[config.mk]
export PLATFORM = sky130hd
export DESIGN_NAME = ahb_apb4_bridge
export DESIGN_NICKNAME = d
export VERILOG_FILES = /design/src/rtl/ahb_apb4_bridge_pkg.sv /design/src/rtl/ahb_apb4_bridge_decoder.sv /design/src/rtl/ahb_apb4_bridge.sv
export SDC_FILE = /design/constraint.sdc
export NUM_CORES = 1
export LEC_CHECK = 0
export BUFFER_PORTS_ARGS = -buffer_cell sky130_fd_sc_hd__buf_2
export CAP_MARGIN = 20
export CELL_PAD_IN_SITES_DETAIL_PLACEMENT = 1
export CELL_PAD_IN_SITES_GLOBAL_PLACEMENT = 2
export CORE_AREA = 2 2 182 184
export CTS_CLUSTER_DIAMETER = 120
export CTS_CLUSTER_SIZE = 20
export DETAILED_ROUTE_END_ITERATION = 10
export DIE_AREA = 0 0 184 186
export GPL_TIMING_DRIVEN = 0
export PLACE_DENSITY = 0.85
export SETUP_SLACK_MARGIN = 0.15
export SLEW_MARGIN = 10
export SYNTH_ARGS = -nofsm -noshare
export SYNTH_HDL_FRONTEND = slang
export SYNTH_SLANG_ARGS = --single-unit
[constraint.sdc]
create_clock -name HCLK -period 13.19 [get_ports HCLK]
set_input_delay 2.638 -clock HCLK [delete_from_list [all_inputs] [get_ports HCLK]]
set_output_delay 2.638 -clock HCLK [all_outputs]
set_load 0.01 [all_outputs]
[src/rtl/ahb_apb4_bridge_pkg.sv]
// Shared types, bus encodings and helpers for the AHB-Lite to APB4 bridge.
package ahb_apb4_bridge_pkg;

  typedef enum logic [2:0] {
    ST_IDLE,
    ST_DPHASE,
    ST_SETUP,
    ST_ACCESS,
    ST_ERR1,
    ST_ERR2
  } state_t;

  localparam logic [1:0] HTRANS_IDLE   = 2'b00;
  localparam logic [1:0] HTRANS_BUSY   = 2'b01;
  localparam logic [1:0] HTRANS_NONSEQ = 2'b10;
  localparam logic [1:0] HTRANS_SEQ    = 2'b11;

  localparam logic HRESP_OKAY  = 1'b0;
  localparam logic HRESP_ERROR = 1'b1;

  localparam int MAX_SLAVES = 16;
  localparam int MAX_ADDR_W = 64;

  // Default map: slave i owns the 256-byte window at i*'h100.
  function automatic logic [MAX_SLAVES*MAX_ADDR_W-1:0] default_base(input int aw);
    logic [MAX_SLAVES*MAX_ADDR_W-1:0] v;
    v = '0;
    for (int i = 0; i < MAX_SLAVES; i++)
      v[i*aw +: MAX_ADDR_W] = MAX_ADDR_W'(i * 256);
    return v;
  endfunction

  function automatic logic [MAX_SLAVES*MAX_ADDR_W-1:0] default_mask(input int aw);
    logic [MAX_SLAVES*MAX_ADDR_W-1:0] v;
    v = '0;
    for (int i = 0; i < MAX_SLAVES; i++)
      v[i*aw +: MAX_ADDR_W] = ~MAX_ADDR_W'(8'hFF);
    return v;
  endfunction

  // Byte-lane strobes for a transfer of 2**size bytes at the given lane offset.
  function automatic logic [7:0] gen_strb(input logic [2:0] size, input logic [2:0] lsb,
                                          input int nbytes);
    logic [15:0] m;
    m = (16'd1 << (4'd1 << size)) - 16'd1;
    m = m << (lsb & 3'(nbytes - 1));
    return m[7:0];
  endfunction

endpackage

[src/rtl/ahb_apb4_bridge_decoder.sv]
// Base/mask address decoder producing a one-hot APB select and a miss flag.
module apb_addr_decoder #(
  parameter int ADDR_W       = 32,
  parameter int NO_OF_SLAVES = 8,
  parameter logic [NO_OF_SLAVES*ADDR_W-1:0] SLAVE_BASE = '0,
  parameter logic [NO_OF_SLAVES*ADDR_W-1:0] SLAVE_MASK = '0
) (
  input  logic [ADDR_W-1:0]       addr,
  output logic [NO_OF_SLAVES-1:0] sel,
  output logic                    miss
);

  // Walk from the top so the lowest matching index is the one that survives.
  always_comb begin
    sel = '0;
    for (int i = NO_OF_SLAVES - 1; i >= 0; i--) begin
      if ((addr & SLAVE_MASK[i*ADDR_W +: ADDR_W]) == SLAVE_BASE[i*ADDR_W +: ADDR_W]) begin
        sel    = '0;
        sel[i] = 1'b1;
      end
    end
    miss = ~|sel;
  end

endmodule

[src/rtl/ahb_apb4_bridge.sv]
// AHB-Lite slave to APB4 master bridge with registered outputs, size checks and PREADY timeout.
module ahb_apb4_bridge
  import ahb_apb4_bridge_pkg::*;
#(
  parameter int ADDR_W       = 32,
  parameter int DATA_W       = 32,
  parameter int NO_OF_SLAVES = 8,
  parameter logic [NO_OF_SLAVES*ADDR_W-1:0] SLAVE_BASE =
    (NO_OF_SLAVES*ADDR_W)'(default_base(ADDR_W)),
  parameter logic [NO_OF_SLAVES*ADDR_W-1:0] SLAVE_MASK =
    (NO_OF_SLAVES*ADDR_W)'(default_mask(ADDR_W)),
  parameter int TIMEOUT_CYCLES = 256
) (
  input  logic                           HCLK,
  input  logic                           HRESET,
  input  logic                           HSEL,
  input  logic [ADDR_W-1:0]              HADDR,
  input  logic [1:0]                     HTRANS,
  input  logic                           HWRITE,
  input  logic [2:0]                     HSIZE,
  input  logic [3:0]                     HPROT,
  input  logic [DATA_W-1:0]              HWDATA,
  input  logic                           HREADY,
  output logic                           HREADYOUT,
  output logic                           HRESP,
  output logic [DATA_W-1:0]              HRDATA,
  output logic [ADDR_W-1:0]              PADDR,
  output logic                           PWRITE,
  output logic [DATA_W-1:0]              PWDATA,
  output logic [DATA_W/8-1:0]            PSTRB,
  output logic [2:0]                     PPROT,
  output logic [NO_OF_SLAVES-1:0]        PSEL,
  output logic                           PENABLE,
  input  logic [NO_OF_SLAVES*DATA_W-1:0] PRDATA,
  input  logic [NO_OF_SLAVES-1:0]        PREADY,
  input  logic [NO_OF_SLAVES-1:0]        PSLVERR
);

  localparam int STRB_W   = DATA_W / 8;
  localparam int SIZE_MAX = $clog2(STRB_W);
  localparam int TO_W     = (TIMEOUT_CYCLES > 1) ? $clog2(TIMEOUT_CYCLES) : 1;

  state_t state_q, state_d;

  logic                    accept, dec_miss, size_err, sel_ready, sel_err, timeout;
  logic [NO_OF_SLAVES-1:0] dec_sel, sel_l;
  logic [ADDR_W-1:0]       addr_l;
  logic                    write_l;
  logic [2:0]              size_l;
  logic [1:0]              prot_l;
  logic [TO_W-1:0]         to_cnt;
  logic [DATA_W-1:0]       rdata_sel;
  logic [7:0]              strb8;
  logic                    prot_unused, strb_unused;

  logic                    hreadyout_d, hresp_d, pwrite_d, penable_d;
  logic [DATA_W-1:0]       hrdata_d, pwdata_d;
  logic [ADDR_W-1:0]       paddr_d;
  logic [STRB_W-1:0]       pstrb_d;
  logic [2:0]              pprot_d;
  logic [NO_OF_SLAVES-1:0] psel_d;

  apb_addr_decoder #(
    .ADDR_W      (ADDR_W),
    .NO_OF_SLAVES(NO_OF_SLAVES),
    .SLAVE_BASE  (SLAVE_BASE),
    .SLAVE_MASK  (SLAVE_MASK)
  ) u_dec (
    .addr(HADDR),
    .sel (dec_sel),
    .miss(dec_miss)
  );

  // A new transfer is only taken while no APB access is outstanding.
  assign accept    = HSEL && (HTRANS == HTRANS_NONSEQ || HTRANS == HTRANS_SEQ) && HREADY &&
                     (state_q == ST_IDLE || state_q == ST_ERR2);
  assign size_err  = HSIZE > 3'(SIZE_MAX);
  assign sel_ready = |(PREADY & PSEL);
  assign sel_err   = |(PSLVERR & PSEL);
  assign timeout   = (TIMEOUT_CYCLES != 0) && (to_cnt == TO_W'(TIMEOUT_CYCLES - 1));
  assign strb8     = gen_strb(size_l, addr_l[2:0], STRB_W);
  assign prot_unused = ^HPROT[3:2];
  assign strb_unused = ^strb8;

  always_comb begin
    rdata_sel = '0;
    for (int i = 0; i < NO_OF_SLAVES; i++)
      if (PSEL[i]) rdata_sel = rdata_sel | PRDATA[i*DATA_W +: DATA_W];
  end

  always_ff @(posedge HCLK) begin
    if (HRESET) begin
      state_q   <= ST_IDLE;
      HREADYOUT <= 1'b1;
      HRESP     <= HRESP_OKAY;
      HRDATA    <= '0;
      PADDR     <= '0;
      PWRITE    <= 1'b0;
      PWDATA    <= '0;
      PSTRB     <= '0;
      PPROT     <= '0;
      PSEL      <= '0;
      PENABLE   <= 1'b0;
    end else begin
      state_q   <= state_d;
      HREADYOUT <= hreadyout_d;
      HRESP     <= hresp_d;
      HRDATA    <= hrdata_d;
      PADDR     <= paddr_d;
      PWRITE    <= pwrite_d;
      PWDATA    <= pwdata_d;
      PSTRB     <= pstrb_d;
      PPROT     <= pprot_d;
      PSEL      <= psel_d;
      PENABLE   <= penable_d;
    end
  end

  always_comb begin
    state_d = state_q;
    case (state_q)
      ST_IDLE, ST_ERR2: begin
        if (accept) state_d = (dec_miss || size_err) ? ST_ERR1 : ST_DPHASE;
        else        state_d = ST_IDLE;
      end
      ST_DPHASE: state_d = ST_SETUP;
      ST_SETUP:  state_d = ST_ACCESS;
      ST_ACCESS: begin
        if (sel_ready)    state_d = sel_err ? ST_ERR1 : ST_IDLE;
        else if (timeout) state_d = ST_ERR1;
      end
      ST_ERR1: state_d = ST_ERR2;
      default: state_d = ST_IDLE;
    endcase
  end

  always_comb begin
    hreadyout_d = HREADYOUT;
    hresp_d     = HRESP;
    hrdata_d    = HRDATA;
    paddr_d     = PADDR;
    pwrite_d    = PWRITE;
    pwdata_d    = PWDATA;
    pstrb_d     = PSTRB;
    pprot_d     = PPROT;
    psel_d      = PSEL;
    penable_d   = PENABLE;
    case (state_q)
      ST_IDLE, ST_ERR2: begin
        hreadyout_d = !accept;
        hresp_d     = accept && (dec_miss || size_err);
      end
      ST_DPHASE: begin
        paddr_d     = addr_l;
        pwrite_d    = write_l;
        pwdata_d    = write_l ? HWDATA : '0;
        pstrb_d     = write_l ? strb8[STRB_W-1:0] : '0;
        pprot_d     = {~prot_l[0], 1'b0, prot_l[1]};
        psel_d      = sel_l;
        penable_d   = 1'b0;
        hreadyout_d = 1'b0;
      end
      ST_SETUP: penable_d = 1'b1;
      ST_ACCESS: begin
        if (sel_ready || timeout) begin
          psel_d      = '0;
          penable_d   = 1'b0;
          hreadyout_d = sel_ready && !sel_err;
          hresp_d     = !(sel_ready && !sel_err);
          if (sel_ready && !sel_err && !write_l) hrdata_d = rdata_sel;
        end
      end
      ST_ERR1: begin
        hreadyout_d = 1'b1;
        hresp_d     = HRESP_ERROR;
      end
      default: ;
    endcase
  end

  // Address-phase capture and wait-state counting; no reset needed on these.
  always_ff @(posedge HCLK) begin
    if (accept) begin
      addr_l  <= HADDR;
      write_l <= HWRITE;
      size_l  <= HSIZE;
      prot_l  <= HPROT[1:0];
      sel_l   <= dec_sel;
    end
    if (state_q == ST_SETUP)                    to_cnt <= '0;
    else if (state_q == ST_ACCESS && !sel_ready) to_cnt <= to_cnt + TO_W'(1);
  end

endmodule

==> impl_metrics.env <==
export IMPL_status="completed"
export IMPL_arrival_ns=4.55
export IMPL_vias=8623
export IMPL_globalplace_congestion=0.921
export IMPL_synth_top_family_by_area="compound AO/OA/AOI/OAI gates"
export IMPL_cts_buffer_depth=2
export IMPL_hold_class="reg -> reg"
export IMPL_synth_edff_count=46
export IMPL_fp_dieArea_sq_mm=0.0342
export IMPL_cp_cell_sequence="buf_2 > a22oi_1 > and4_1 > buf_2 > nor4_4 > buf_6 > nand4_1 > o211a_1"
export IMPL_cts_resized=0
export IMPL_numPlacedInstances=1654
export IMPL_cp_common_cell="buf_2"
export IMPL_synth_top_area_share_pct=33.2
export IMPL_ys_types=50
export IMPL_grt_pass1_wl_mm=57.2
export IMPL_start_util_pct=23.4
export IMPL_numPortBuffers=459
export IMPL_rsz0062_at_grt="no"
export IMPL_antenna_found_initial=21
export IMPL_cts_buffers_inserted=17
export IMPL_die_height_microns=186
export IMPL_yosysMostFrequentCell="dfxtp_1"
export IMPL_drtAntennaViolNets=0
export IMPL_wl_mm=40.2
export IMPL_grt_overflow=0
export IMPL_synthTopCellsByArea="dfxtp_1 (33%), edfxtp_1 (18%), a22oi_1 (7.2%)"
export IMPL_tns_ns=0
export IMPL_track_usage_pct=23.2
export IMPL_core_region_area_sq_mm=0.0322
export IMPL_drtIter0Drc=476
export IMPL_drive_above_1_share_pct=41.0
export IMPL_critPathCaptureType="flop"
export IMPL_setup_viol=0
export IMPL_fin_crit_sh_pct=31.9
export IMPL_h_tree_depth=4
export IMPL_peakVddDrop_mv=0.0986
export IMPL_seq_area_frac_synth_pct=51.5
export IMPL_cts_sinks=171
export IMPL_slowest_delay_ns=0.80
export IMPL_crit_type="in -> reg"
export IMPL_drv_cap=0
export IMPL_dp_hpwl_mm=32.2
export IMPL_avgSynthCellArea_sq_um=9.65
export IMPL_rows=66
export IMPL_synth_xor_area_share_pct=0.812
export IMPL_synth_seq_cells=171
export IMPL_powerDensity_mw_per_mm2=161
export IMPL_power_leakage_nw=5.02
export IMPL_timing_slew_headroom_pct=28.4
export IMPL_ioPinCount=465
export IMPL_cts_setup_buffers=0
export IMPL_grt_max_degree=19
export IMPL_cp_num_buf_inv=3
export IMPL_finalCriticalPeriod_ns=4.20
export IMPL_wl_per_cell_microns=23.6
export IMPL_via_per_inst=5.07
export IMPL_cp_slowest_cell="nor4_4"
export IMPL_syn_cell_area_sq_mm=0.00755
export IMPL_tightest_slew_ns=1.07
export IMPL_async_flop_share_pct=0
export IMPL_crit_family="simple AND/OR/NAND/NOR gates"
export IMPL_syn_to_final_growth_pct=46.3
export IMPL_clk_pin_slew_ns=0.07
export IMPL_syn_instance_count=782
export IMPL_fin_cells=1701
export IMPL_finalClockSkew_ns=0.0120
export IMPL_fmax_ghz=0.238
export IMPL_synth_top_cells_by_count="dfxtp_1 (125), nand2_1 (114), a21oi_1 (77)"
export IMPL_synth_adder_area_share_pct=0.464
export IMPL_synthesis_nets=1134
export IMPL_synthMuxAreaShare_pct=0.133
export IMPL_synth_simple_gate_area_share_pct=15.8
export IMPL_grt_pass1_vias=9065
export IMPL_cp_start_kind="primary input"
export IMPL_first_pass_iters=5
export IMPL_cts_hold_repair_buffers=0
export IMPL_synth_top_flop_cell="dfxtp_1"
export IMPL_clk_latency_ns=0.46
export IMPL_yosysWarnings=0
export IMPL_root_buffer="clkbuf_16"
export IMPL_maxSlewViolCount=0
export IMPL_tritoncts="yes"
export IMPL_required_ns=13.54
export IMPL_fin_nets=1618
export IMPL_synth_compound_area_share_pct=26.5
export IMPL_drc=0
export IMPL_hold_viol=0
export IMPL_yosys_area_top_type="dfxtp_1"
export IMPL_path_max_fanout=10
export IMPL_die_w_microns=184
==> state kept, by name (all words and copies together), names as in the netlist <==
register	count
PADDR	32
sel_l	8
write_l	1
HREADYOUT	1
prot_l	2
PSTRB	4
HRESP	1
state_q	3
addr_l	32
PWRITE	1
size_l	3
PSEL	8
PWDATA	32
PENABLE	1
HRDATA	32
to_cnt	8
PPROT	2
==> per-layer routing <==
layer | vias to the layer above | part of all wire (%) | global-route usage, %
met1 | 4174 | 36 | 23.6
li1 | 3980 | - | -
met3 | 73 | 8.1 | 6.98
met5 | - | 0.27 | 0
met4 | 16 | 3.2 | 12.0
met2 | 380 | 52 | 42.7
==> power breakdown <==
group          internal (mW)  switching (mW)
combinational          0.210           0.393
clock                  0.272           0.255
sequential             0.612          0.0370
total                   1.09           0.685
==> layout by cell type, fill, tap and decap left out, drive strengths merged, types with 3 or more instances in the layout <==
cell / count
buf: 487
nor2: 25
a21oi: 78
inv: 15
edfxtp: 46
a22o: 41
nor4: 9
dfxtp: 125
a22oi: 72
nor2b: 4
xnor2: 5
nand2b: 5
a221oi: 33
clkinv: 4
o211a: 32
or3: 3
nand3: 37
nand4: 37
nand2: 115
nor3: 8
clkbuf: 70
diode: 14
==> logic make-up after synthesis <==
group | count (synthesis)
buffers and inverters | 80
adders and majority gates | 3
and+or+nand+nor | 250
DFF | 171
other | 1
AOI/OAI and AO/OA | 269
xor gates and xnor gates | 7
muxes | 1
==> path summary, 6_finish.rpt <==
kind                                           start                      end  slack, ns  depth (start not counted)
worst max-delay path                       PREADY[2]  HRDATA[13]$_SDFFE_PP0P_       8.99                          8
worst min register to register   prot_l[0]$_DFFE_PP_    PPROT[2]$_SDFFE_PP0P_       0.43                          1
worst max register to register  PSEL[1]$_SDFFE_PP0P_   HRDATA[8]$_SDFFE_PP0P_      10.44                          6
worst min-delay path             prot_l[0]$_DFFE_PP_    PPROT[2]$_SDFFE_PP0P_       0.43                          1
==> metrics by stage <==
stage / util (%) / hold WS (ns) / power, mW / setup WS [ns] / area, sq um
2_1_floorplan: - / 0.406 / 0.987 / 6.38 / 7550
3_3_place_gp: 32.1 / 0.410 / 1.26 / 3.84 / 10400
3_5_place_dp: 32.3 / 0.422 / 1.27 / 8.41 / 10400
4_1_cts: 34.2 / 0.432 / 1.80 / 8.91 / 11000
5_1_grt: 34.3 / 0.439 / 1.88 / 8.90 / 11000
6_report: 34.3 / 0.426 / 1.78 / 8.99 / 11000
==> area by class of cell <==
class	instances	area, sq um
clock buffer	18	429
antenna	14	35.0
inverter	6	22.5
tap	408	510
multi-input combinational	531	3310
fill	3910	21200
timing repair buffer	465	2350
buffer	74	333
clock inverter	14	169
sequential	171	3880
Note: power is estimated with default switching activity, not from simulation.
